File: src/rtl/key_time_setter_pkg.sv
// Shared types and constants for the key-driven time editor.
// Holds the FSM state encoding, field codes, key indices and BCD limits.
package time_pkg;

    typedef enum logic [2:0] {
        ST_IDLE,
        ST_EDIT_H,
        ST_EDIT_M,
        ST_EDIT_S,
        ST_COMMIT
    } state_e;

    localparam logic [1:0] FIELD_NONE = 2'd0;
    localparam logic [1:0] FIELD_H    = 2'd1;
    localparam logic [1:0] FIELD_M    = 2'd2;
    localparam logic [1:0] FIELD_S    = 2'd3;

    localparam int unsigned KEY_NEXT   = 0;
    localparam int unsigned KEY_INC    = 1;
    localparam int unsigned KEY_DEC    = 2;
    localparam int unsigned KEY_CANCEL = 3;

    localparam logic [7:0] HOUR_MAX   = 8'h23;
    localparam logic [7:0] MINSEC_MAX = 8'h59;

    // Valid BCD is monotone in its binary value, so a plain compare against max works.
    function automatic logic [7:0] bcd_sanitize(input logic [7:0] v, input logic [7:0] max);
        if ((v[7:4] > 4'd9) || (v[3:0] > 4'd9) || (v > max)) begin
            return 8'h00;
        end
        return v;
    endfunction

endpackage

File: src/rtl/key_time_setter_bcd_step.sv
// Single-step wrapping BCD increment/decrement between 00 and max.
// Inputs outside the legal range wrap to the nearest end so results stay valid BCD.
module bcd_step (
    input  logic [7:0] value,
    input  logic [7:0] max,
    input  logic       inc,
    input  logic       dec,
    output logic [7:0] result
);

    always_comb begin
        result = value;
        if (inc) begin
            if (value >= max) begin
                result = 8'h00;
            end else if (value[3:0] >= 4'd9) begin
                result = {value[7:4] + 4'd1, 4'd0};
            end else begin
                result = {value[7:4], value[3:0] + 4'd1};
            end
        end else if (dec) begin
            if ((value == 8'h00) || (value > max)) begin
                result = max;
            end else if (value[3:0] == 4'd0) begin
                result = {value[7:4] - 4'd1, 4'd9};
            end else begin
                result = {value[7:4], value[3:0] - 4'd1};
            end
        end
    end

endmodule

File: src/rtl/key_time_setter.sv
// Key-driven hour/minute/second edit session producing a BCD set time and an
// acknowledged write request towards the DS1302 writer.
module key_time_setter
    import time_pkg::*;
#(
    parameter int unsigned TIMEOUT_TICKS = 1000,
    parameter int unsigned BLINK_TICKS   = 50
) (
    input  logic       clk_100,
    input  logic       rst_n,
    input  logic [3:0] down,
    input  logic [7:0] rtc_hour,
    input  logic [7:0] rtc_min,
    input  logic [7:0] rtc_sec,
    input  logic       write_ack,
    output logic [7:0] set_hour,
    output logic [7:0] set_min,
    output logic [7:0] set_sec,
    output logic       write_req,
    output logic [1:0] edit_field,
    output logic       blink
);

    localparam int unsigned TO_W = (TIMEOUT_TICKS > 1) ? $clog2(TIMEOUT_TICKS) : 1;
    localparam int unsigned BL_W = (BLINK_TICKS > 1) ? $clog2(BLINK_TICKS) : 1;
    localparam logic [TO_W-1:0] TO_LAST = TO_W'(TIMEOUT_TICKS - 1);
    localparam logic [BL_W-1:0] BL_LAST = BL_W'(BLINK_TICKS - 1);

    state_e          state_q, state_d;
    logic [7:0]      hour_q, hour_d;
    logic [7:0]      min_q, min_d;
    logic [7:0]      sec_q, sec_d;
    logic [TO_W-1:0] to_cnt_q, to_cnt_d;
    logic [BL_W-1:0] bl_cnt_q, bl_cnt_d;
    logic            blink_q, blink_d;
    logic            ack_meta_q, ack_sync_q;

    logic            key_cancel, key_next, key_inc, key_dec, any_key;
    logic            in_edit;
    logic [7:0]      field_val, field_max, field_step;

    // Only the highest-priority key acts: cancel > next > inc > dec.
    assign key_cancel = down[KEY_CANCEL];
    assign key_next   = down[KEY_NEXT] & ~down[KEY_CANCEL];
    assign key_inc    = down[KEY_INC] & ~down[KEY_CANCEL] & ~down[KEY_NEXT];
    assign key_dec    = down[KEY_DEC] & ~down[KEY_CANCEL] & ~down[KEY_NEXT] & ~down[KEY_INC];
    assign any_key    = |down;
    assign in_edit    = (state_q == ST_EDIT_H) || (state_q == ST_EDIT_M) || (state_q == ST_EDIT_S);

    always_comb begin
        field_val = hour_q;
        field_max = HOUR_MAX;
        case (state_q)
            ST_EDIT_M: begin
                field_val = min_q;
                field_max = MINSEC_MAX;
            end
            ST_EDIT_S: begin
                field_val = sec_q;
                field_max = MINSEC_MAX;
            end
            default: ;
        endcase
    end

    bcd_step u_bcd_step (
        .value  (field_val),
        .max    (field_max),
        .inc    (key_inc & in_edit),
        .dec    (key_dec & in_edit),
        .result (field_step)
    );

    always_comb begin
        state_d  = state_q;
        hour_d   = hour_q;
        min_d    = min_q;
        sec_d    = sec_q;
        to_cnt_d = '0;
        bl_cnt_d = '0;
        blink_d  = 1'b0;

        case (state_q)
            ST_IDLE: begin
                if (key_next) begin
                    hour_d  = bcd_sanitize(rtc_hour, HOUR_MAX);
                    min_d   = bcd_sanitize(rtc_min, MINSEC_MAX);
                    sec_d   = bcd_sanitize(rtc_sec, MINSEC_MAX);
                    state_d = ST_EDIT_H;
                    blink_d = 1'b1;
                end
            end

            ST_EDIT_H, ST_EDIT_M, ST_EDIT_S: begin
                if (any_key) begin
                    // Any press restarts timeout and blink phase, showing the field at once.
                    blink_d = 1'b1;
                    if (key_cancel) begin
                        state_d = ST_IDLE;
                        blink_d = 1'b0;
                    end else if (key_next) begin
                        case (state_q)
                            ST_EDIT_H: state_d = ST_EDIT_M;
                            ST_EDIT_M: state_d = ST_EDIT_S;
                            default: begin
                                state_d = ST_COMMIT;
                                blink_d = 1'b0;
                            end
                        endcase
                    end else begin
                        case (state_q)
                            ST_EDIT_H: hour_d = field_step;
                            ST_EDIT_M: min_d  = field_step;
                            default:   sec_d  = field_step;
                        endcase
                    end
                end else if (to_cnt_q == TO_LAST) begin
                    state_d = ST_IDLE;
                end else begin
                    to_cnt_d = to_cnt_q + 1'b1;
                    if (bl_cnt_q == BL_LAST) begin
                        bl_cnt_d = '0;
                        blink_d  = ~blink_q;
                    end else begin
                        bl_cnt_d = bl_cnt_q + 1'b1;
                        blink_d  = blink_q;
                    end
                end
            end

            ST_COMMIT: begin
                if (ack_sync_q) begin
                    state_d = ST_IDLE;
                end
            end

            default: state_d = ST_IDLE;
        endcase
    end

    always_ff @(posedge clk_100 or negedge rst_n) begin
        if (!rst_n) begin
            state_q    <= ST_IDLE;
            hour_q     <= 8'h00;
            min_q      <= 8'h00;
            sec_q      <= 8'h00;
            to_cnt_q   <= '0;
            bl_cnt_q   <= '0;
            blink_q    <= 1'b0;
            ack_meta_q <= 1'b0;
            ack_sync_q <= 1'b0;
        end else begin
            state_q    <= state_d;
            hour_q     <= hour_d;
            min_q      <= min_d;
            sec_q      <= sec_d;
            to_cnt_q   <= to_cnt_d;
            bl_cnt_q   <= bl_cnt_d;
            blink_q    <= blink_d;
            ack_meta_q <= write_ack;
            ack_sync_q <= ack_meta_q;
        end
    end

    always_comb begin
        edit_field = FIELD_NONE;
        case (state_q)
            ST_EDIT_H: edit_field = FIELD_H;
            ST_EDIT_M: edit_field = FIELD_M;
            ST_EDIT_S: edit_field = FIELD_S;
            default:   edit_field = FIELD_NONE;
        endcase
    end

    assign write_req = (state_q == ST_COMMIT);
    assign blink     = blink_q;
    assign set_hour  = hour_q;
    assign set_min   = min_q;
    assign set_sec   = sec_q;

endmodule

File: config.mk
export PLATFORM = sky130hd
export DESIGN_NAME = key_time_setter
export DESIGN_NICKNAME = d
export VERILOG_FILES = /design/src/rtl/key_time_setter_pkg.sv /design/src/rtl/key_time_setter_bcd_step.sv /design/src/rtl/key_time_setter.sv
export SDC_FILE = /design/constraint.sdc
export NUM_CORES = 1
export LEC_CHECK = 0
export BUFFER_PORTS_ARGS = -buffer_cell sky130_fd_sc_hd__buf_2
export CAP_MARGIN = 30
export CORE_MARGIN = 2
export CORE_UTILIZATION = 57
export DETAILED_ROUTE_END_ITERATION = 7
export GPL_TIMING_DRIVEN = 0
export PLACE_DENSITY = 0.81
export SLEW_MARGIN = 10
export SYNTH_ARGS = -nofsm -noshare
export SYNTH_HDL_FRONTEND = slang
export SYNTH_SLANG_ARGS = --single-unit
File: constraint.sdc
create_clock -name clk_100 -period 4.8 [get_ports clk_100]
set_input_delay 0.72 -clock clk_100 [delete_from_list [all_inputs] [get_ports clk_100]]
set_output_delay 0.72 -clock clk_100 [all_outputs]
set_load 0.02 [all_outputs]
# Word-level counts from Yosys, hierarchy flattened
# Index checks and enable logic that the tools add are counted.
[totals] wordCells=142 reg_bits=46 output_inout_bits=28 input_bits=31
[op_classes] muxes=65 addsub=6 n_lt_le_gt_ge=12 eq_ne=17 n_reduce_logical=21 bitwise=12
[op_table] operator="2-to-1 mux 8 bit" n=27
[op_table] operator="case mux 8 bit (2 select lines)" n=4
[op_table] operator="2-to-1 mux 10 bit" n=3
[op_table] operator="greater-than comparator 4 bit, second input constant" n=6
[op_table] operator="2-to-1 mux 6 bit" n=4
[op_table] operator="2-to-1 mux 3 bit" n=6
[op_table] operator="AND reduction 6 bit" n=3
[op_table] operator="greater-than comparator 8 x 7 -> 1 bit, second input constant" n=2
[op_table] operator="2-to-1 mux 1 bit" n=16
[op_table] operator="!= test 2 bit, second input constant" n=7
[op_table] operator="adder 10 x 1 -> 10 bit, second input constant" n=1
[op_table] operator="== test 10 bit, second input constant" n=1
[op_table] operator="logical OR 1 bit" n=9
[op_table] operator="case mux 3 bit (3 select lines)" n=1
[op_table] operator="adder 4 x 1 -> 4 bit, second input constant" n=2
[op_table] operator="bitwise AND 1 bit" n=8
[op_table] operator="greater-or-equal comparator 8 x 7 -> 1 bit" n=1
[op_table] operator="greater-than comparator 8 x 6 -> 1 bit, second input constant" n=1
[op_table] operator="greater-than comparator 8 x 7 -> 1 bit" n=1
[op_table] operator="zero test 8 bit" n=1
[op_table] operator="!= test 4 bit, second input constant" n=2
[op_table] operator="subtractor 4 x 1 -> 4 bit, second input constant" n=2
[op_table] operator="2-to-1 mux 7 bit" n=1
[op_table] operator="adder 6 x 1 -> 6 bit, second input constant" n=1
[op_table] operator="18 further kinds" n=23

# Longest topological paths before layout
[depth] word_depth=13 depth_mapped=17 mapped_depth_nobuf=13

# Hierarchy
# Synthesis repeated with hierarchy kept, for this count alone.
[hier_totals] hier_cells=359 hier_area_um2=3404.5
[by_module_without_submodules] mod="key_time_setter" n_inst=1 seq_area_each_um2=1151.1 cells_each=243 area_per_inst_um2=2573.7
[by_module_without_submodules] mod="bcd_step" n_inst=1 seq_area_each_um2=0.0 cells_each=116 area_per_inst_um2=830.8

# Least setup slack after synthesis
# Ideal clock, no wire load.
[synth_path] kind="register -> register" startpoint="reg state_q[2]" endpoint="reg hour_q[6], in the netlist set_hour[6]" path_buffers=4 synth_period_minus_slack_ns=3.357 arrival_ns=3.254 required_time_ns=4.696 slack_ns=1.443 path_stages_with_launch=15 setup_time_ns=0.104 cell_sequence="dfrtp_1 nand2b_1 buf_6 inv_8 buf_2 buf_2 a21o_1 inv_1 ha_1 o2111ai_2 or4_1 buf_4 a21oi_4 mux2_2 a221oi_1"
[synth_via] elab_chain_len=13 elab_cells_between_ends=38 cone_classes="add/sub: 2; order compare: 3; eq/ne: 8; mux: 13; bitwise: 2; reduce/logical: 10"
[synth_lines] element="start: declaration" line_no="key_time_setter.sv:29" source="state_e state_q, state_d;"
[synth_lines] element="start signal: assignment" line_no="key_time_setter.sv:153" source="state_q <= state_d;"
[synth_lines] element="== test 3 x 2 -> 1 bit" line_no="key_time_setter.sv:48, key_time_setter.sv:53, key_time_setter.sv:83"
[synth_lines] element="OR reduction 2 bit (no line)"
[synth_lines] element="2-to-1 mux 7 bit" line_no="key_time_setter.sv:53" source="case (state_q)"
[synth_lines] element="greater-than comparator 8 x 7 -> 1 bit" line_no="key_time_setter_bcd_step.sv:22" source="if ((value == 8'h00) || (value > max)) begin"
[synth_lines] element="logical OR 1 bit" line_no="key_time_setter_bcd_step.sv:22"
[synth_lines] element="2-to-1 mux 8 bit" line_no="key_time_setter_bcd_step.sv:22"
[synth_lines] element="2-to-1 mux 8 bit" line_no="key_time_setter_bcd_step.sv:21" source="end else if (dec) begin"
[synth_lines] element="2-to-1 mux 8 bit" line_no="key_time_setter_bcd_step.sv:13" source="if (inc) begin"
[synth_lines] element="2-to-1 mux 8 bit" line_no="key_time_setter.sv:111" source="case (state_q)"
[synth_lines] element="2-to-1 mux 8 bit" line_no="key_time_setter.sv:101" source="end else if (key_next) begin"
[synth_lines] element="2-to-1 mux 8 bit" line_no="key_time_setter.sv:98" source="if (key_cancel) begin"
[synth_lines] element="2-to-1 mux 8 bit" line_no="key_time_setter.sv:95" source="if (any_key) begin"
[synth_lines] element="case mux 8 bit (2 select lines)" line_no="key_time_setter.sv:83" source="case (state_q)"
[synth_lines] element="end signal: assignment" line_no="key_time_setter.sv:154" source="hour_q <= hour_d;"
[synth_lines] element="end: declaration" line_no="key_time_setter.sv:30" source="logic [7:0] hour_q, hour_d;"
# Several ways; a longest one is shown, not always the timed one. The select of a mux whose other input is x is not followed.
# A chain may end at the register's enable or synchronous reset.

# Worst setup path after layout
# Same ends and word-level chain as after synthesis.

==> flow_summary_export.csv <==
group,metric,value,unit
worst_setup_path,cp-end-kind,"flip-flop",
routing,wl_per_cell,18.86,microns
layout,syn_to_final_growth,15.75,%
sta,rsz0062_at_grt,"no",
routing,wl_met3,885,microns
worst_setup_path,rrSetupSlack,760,ps
yosys,yosys.area.top_type,"dfrtp_1",
worst_hold_path,worstHoldPathType,"flip-flop to flip-flop",
grt,grt_max_degree,26,
routing,drc,0,
routing,drt_first_pass_iters,5,
yosys,syn_area,3352,sq um
clock_network,clk_pin_slew,100,ps
worst_setup_path,reg2reg_to,"set_hour[6]",
yosys,yosysMostFrequentCell,"nor2_1",
worst_setup_path,crit_type,"flip-flop to flip-flop",
routing,top_layer_used,"met4",
layout,multiInputGateArea,2046,sq um
routing,viasPerCell,6.402,
floorplan,die_h,80.69,microns
yosys,ys_top_cells_by_count,"57 x nor2_1, 47 x nand2_1, 46 x dfrtp_1, 23 x a21oi_1, 16 x nand3_1",
floorplan,ios,59,
placement,io_buffers,57,
worst_setup_path,path_buf_inv,6,
worst_setup_path,crit_arrival,4220,ps
yosys,ys.warnings.count,0,
worst_setup_path,cp.required,4990,ps
clock_network,cts_root_buf,"clkbuf_8",
clock_network,post_cts_resized,0,
sta,setup-violations-final,0,
grt,grt_pass1_vias,3252,
grt,grtUsageTotal,0.3301,
clock_network,clk_latency,310,ps
sta,max-slew-margin-rel,0.4912,
sta,skew,9.683,ps
sta,min_period_over_period,0.8410,
grt,grt-ovfl-total,0,
worst_setup_path,worstSetupStartpoint,"state_q[2]",
yosys,ys_ff_latch,46,
layout,diodes,0,
worst_setup_path,critPathMaxStageDelay,440,ps
power_and_ir_drop,vdd_drop_max,0.3803,mV
yosys,synth_cells,400,
sta,fmax,0.2477,GHz
clock_network,cts_tree,"done",
power_and_ir_drop,p_leak,1.704,nW
routing,met1_length,4520,microns
grt,antenna_found_initial,0,
worst_setup_path,critical_path_cell_count,17,
floorplan,initial_utilization,0.5977,
worst_setup_path,r2r-start,"state_q[2]",
yosys,yosysTopAreaCellShare,0.3434,
worst_setup_path,cp_top_family,"compound AO/OA/AOI/OAI gates",
worst_setup_path,crit_end,"set_hour[6]",
layout,final_util,0.6919,
sta,fin_tns_setup,0,ps
floorplan,coreArea,5608,sq um
sta,period_minus_slack,4037,ps
placement,dpl.hpwl,7527,microns
clock_network,hold_buffers,0,
routing,wl_met2,4461,microns
sta,hold_viol,0,
yosys,async_flop_share,1.000,
routing,dr_total_vias,3457,
floorplan,rows,27,
clock_network,post-cts-setup-buffers,0,
worst_setup_path,crit_fanout,10,
run,cap_violations,0,
routing,antenna_left,0,
layout,num-nets-final,508,
placement,gp_congestion,1.012,
sta,slew_violations,0,
grt,grt_pass1_wl,16200,microns
clock_network,cts-buffers-inserted,5,
worst_setup_path,crit_path_top_delay_cell,"a211oi_1",
worst_setup_path,crit_chain,"nand2b_1 -> buf_6 -> inv_8 -> buf_2 -> buf_2 -> nor2_1 -> a21o_1 -> inv_1 -> ha_1 -> a21oi_1 -> o21bai_1 -> a22oi_1 -> o21ai_2 -> buf_2 -> a211oi_1 -> nor2_1 -> a221oi_1",
routing,wirelength,10190,microns
floorplan,die_area,6510,sq um
worst_setup_path,startpoint_type,"flip-flop",
worst_setup_path,r2r_cells,17,
clock_network,h-tree-depth,2,
yosys,yosysSeqAreaShare,0.3434,
sta,worst-slew-pin-transition,756.2,ps
floorplan,die_w,80.69,microns
routing,drt-initial-drc-count,403,
yosys,ys_types,61,
clock_network,clk_path_buf_depth,2,
power_and_ir_drop,power.density,693.0,nW/um^2
layout,seq_area,1151,sq um
layout,drive_above_1_share,0.2073,
clock_network,clkSinkCount,46,
worst_setup_path,path_common_cell,"buf_2",
yosys,syn_nets,441,
status,outcome,"complete, no violations",
layout,num-fill-cells,483,
yosys,synth-edff-count,0,
yosys,synthFlopType,"dfrtp_1",
yosys,synth_area_leaders,"dfrtp_1 34%, nor2_1 6.4%, nand2_1 5.3%, ha_1 3.7%, mux2i_1 3.6%",
yosys,synth_area_per_cell,8.380,sq um
## report_power, final
part	switching [mW]	total [mW]	internal, mW
logic	1.12	1.75	0.631
clock network	0.154	0.313	0.159
registers	0.126	0.630	0.504
## metal layers
layer,up-vias,global-route usage
met4,0,0.1169
met3,36,0.05506
met1,1629,0.4609
met5,-,0
met2,202,0.5158
li1,1590,-
## layout make-up
| type | count | share of cell area |
|---|---|---|
| inverter | 15 | 0.01645 |
| sequential | 46 | 0.2967 |
| clock inverter | 3 | 0.01258 |
| multi-input combinational | 321 | 0.5272 |
| clock buffer | 5 | 0.01774 |
| tap | 72 | 0.02322 |
| buffer | 18 | 0.02354 |
| timing repair buffer | 60 | 0.08255 |
## metrics by stage
| stage | instances | area, sq um | power, mW | hold WS (ps) | setup WS (ps) |
|---|---|---|---|---|---|
| floorplan | 400 | 3352 | 1.858 | 331.2 | 1443 |
| global placement | 529 | 3727 | 2.299 | 335.7 | 852.8 |
| detailed placement | 531 | 3757 | 2.328 | 338.1 | 866.8 |
| CTS | 539 | 3875 | 2.645 | 361.1 | 848.4 |
| global route | 540 | 3880 | 2.870 | 374.8 | 450.2 |
| finish | 540 | 3880 | 2.689 | 357.2 | 763.0 |
## flip-flops by register name (all words and copies together) (netlist names)
signal and flops:
state_q 3, set_sec 8, to_cnt_q 10, ack_sync_q 1
set_hour 8, ack_meta_q 1, bl_cnt_q 6, blink 1
set_min 8
## kinds of logic (layout without fill, tap and decap cells)
logic type                 after synthesis  after routing  share of synthesized area
xor gates and xnor gates                17             17                    0.04442
buffers and inverters                   33            101                    0.04629
adders and majority gates               10             10                    0.03733
DFF                                     46             46                     0.3434
and+or+nand+nor                        173            173                     0.2471
AOI/OAI and AO/OA                       99             99                     0.2109
muxes                                   22             22                    0.07055
## worst register-to-register path, delay by kind of cell (launching register included)
| family | cells | cell delay (ps) |
|---|---|---|
| DFF | 1 | 390 |
| adders and majority gates | 1 | 280 |
| AOI/OAI and AO/OA | 7 | 1790 |
| and+or+nand+nor | 3 | 320 |
| buffers and inverters | 6 | 1150 |
## worst min path at each step
| stage | start | to | slack [ps] | cells past startpoint |
|---|---|---|---|---|
| CTS | ack_meta_q | ack_sync_q | 360 | 0 |
| global placement | ack_meta_q | ack_sync_q | 340 | 0 |
| global route | ack_meta_q | ack_sync_q | 370 | 0 |
| floorplan | ack_meta_q | ack_sync_q | 330 | 0 |
| detailed placement | ack_meta_q | ack_sync_q | 340 | 0 |
| finish | ack_meta_q | ack_sync_q | 360 | 0 |
## placed cells by master, fill, tap and decap left out, types with 4 or more instances in the layout
cell type   n
a211oi_1    5
a21o_1      5
a21oi_1    23
a31oi_1    11
and3_1      7
and4_1      4
buf_2      62
clkbuf_1   11
clkbuf_8    5
dfrtp_1    46
ha_1       10
inv_1      14
mux2_2      9
mux2i_1    12
nand2_1    47
nand3_1    16
nor2_1     57
nor3_1     13
o21ai_0     8
o32ai_1     7
or3_1       4
xnor2_1     9
xor2_1      8
Power figures use the tool's default switching activity.
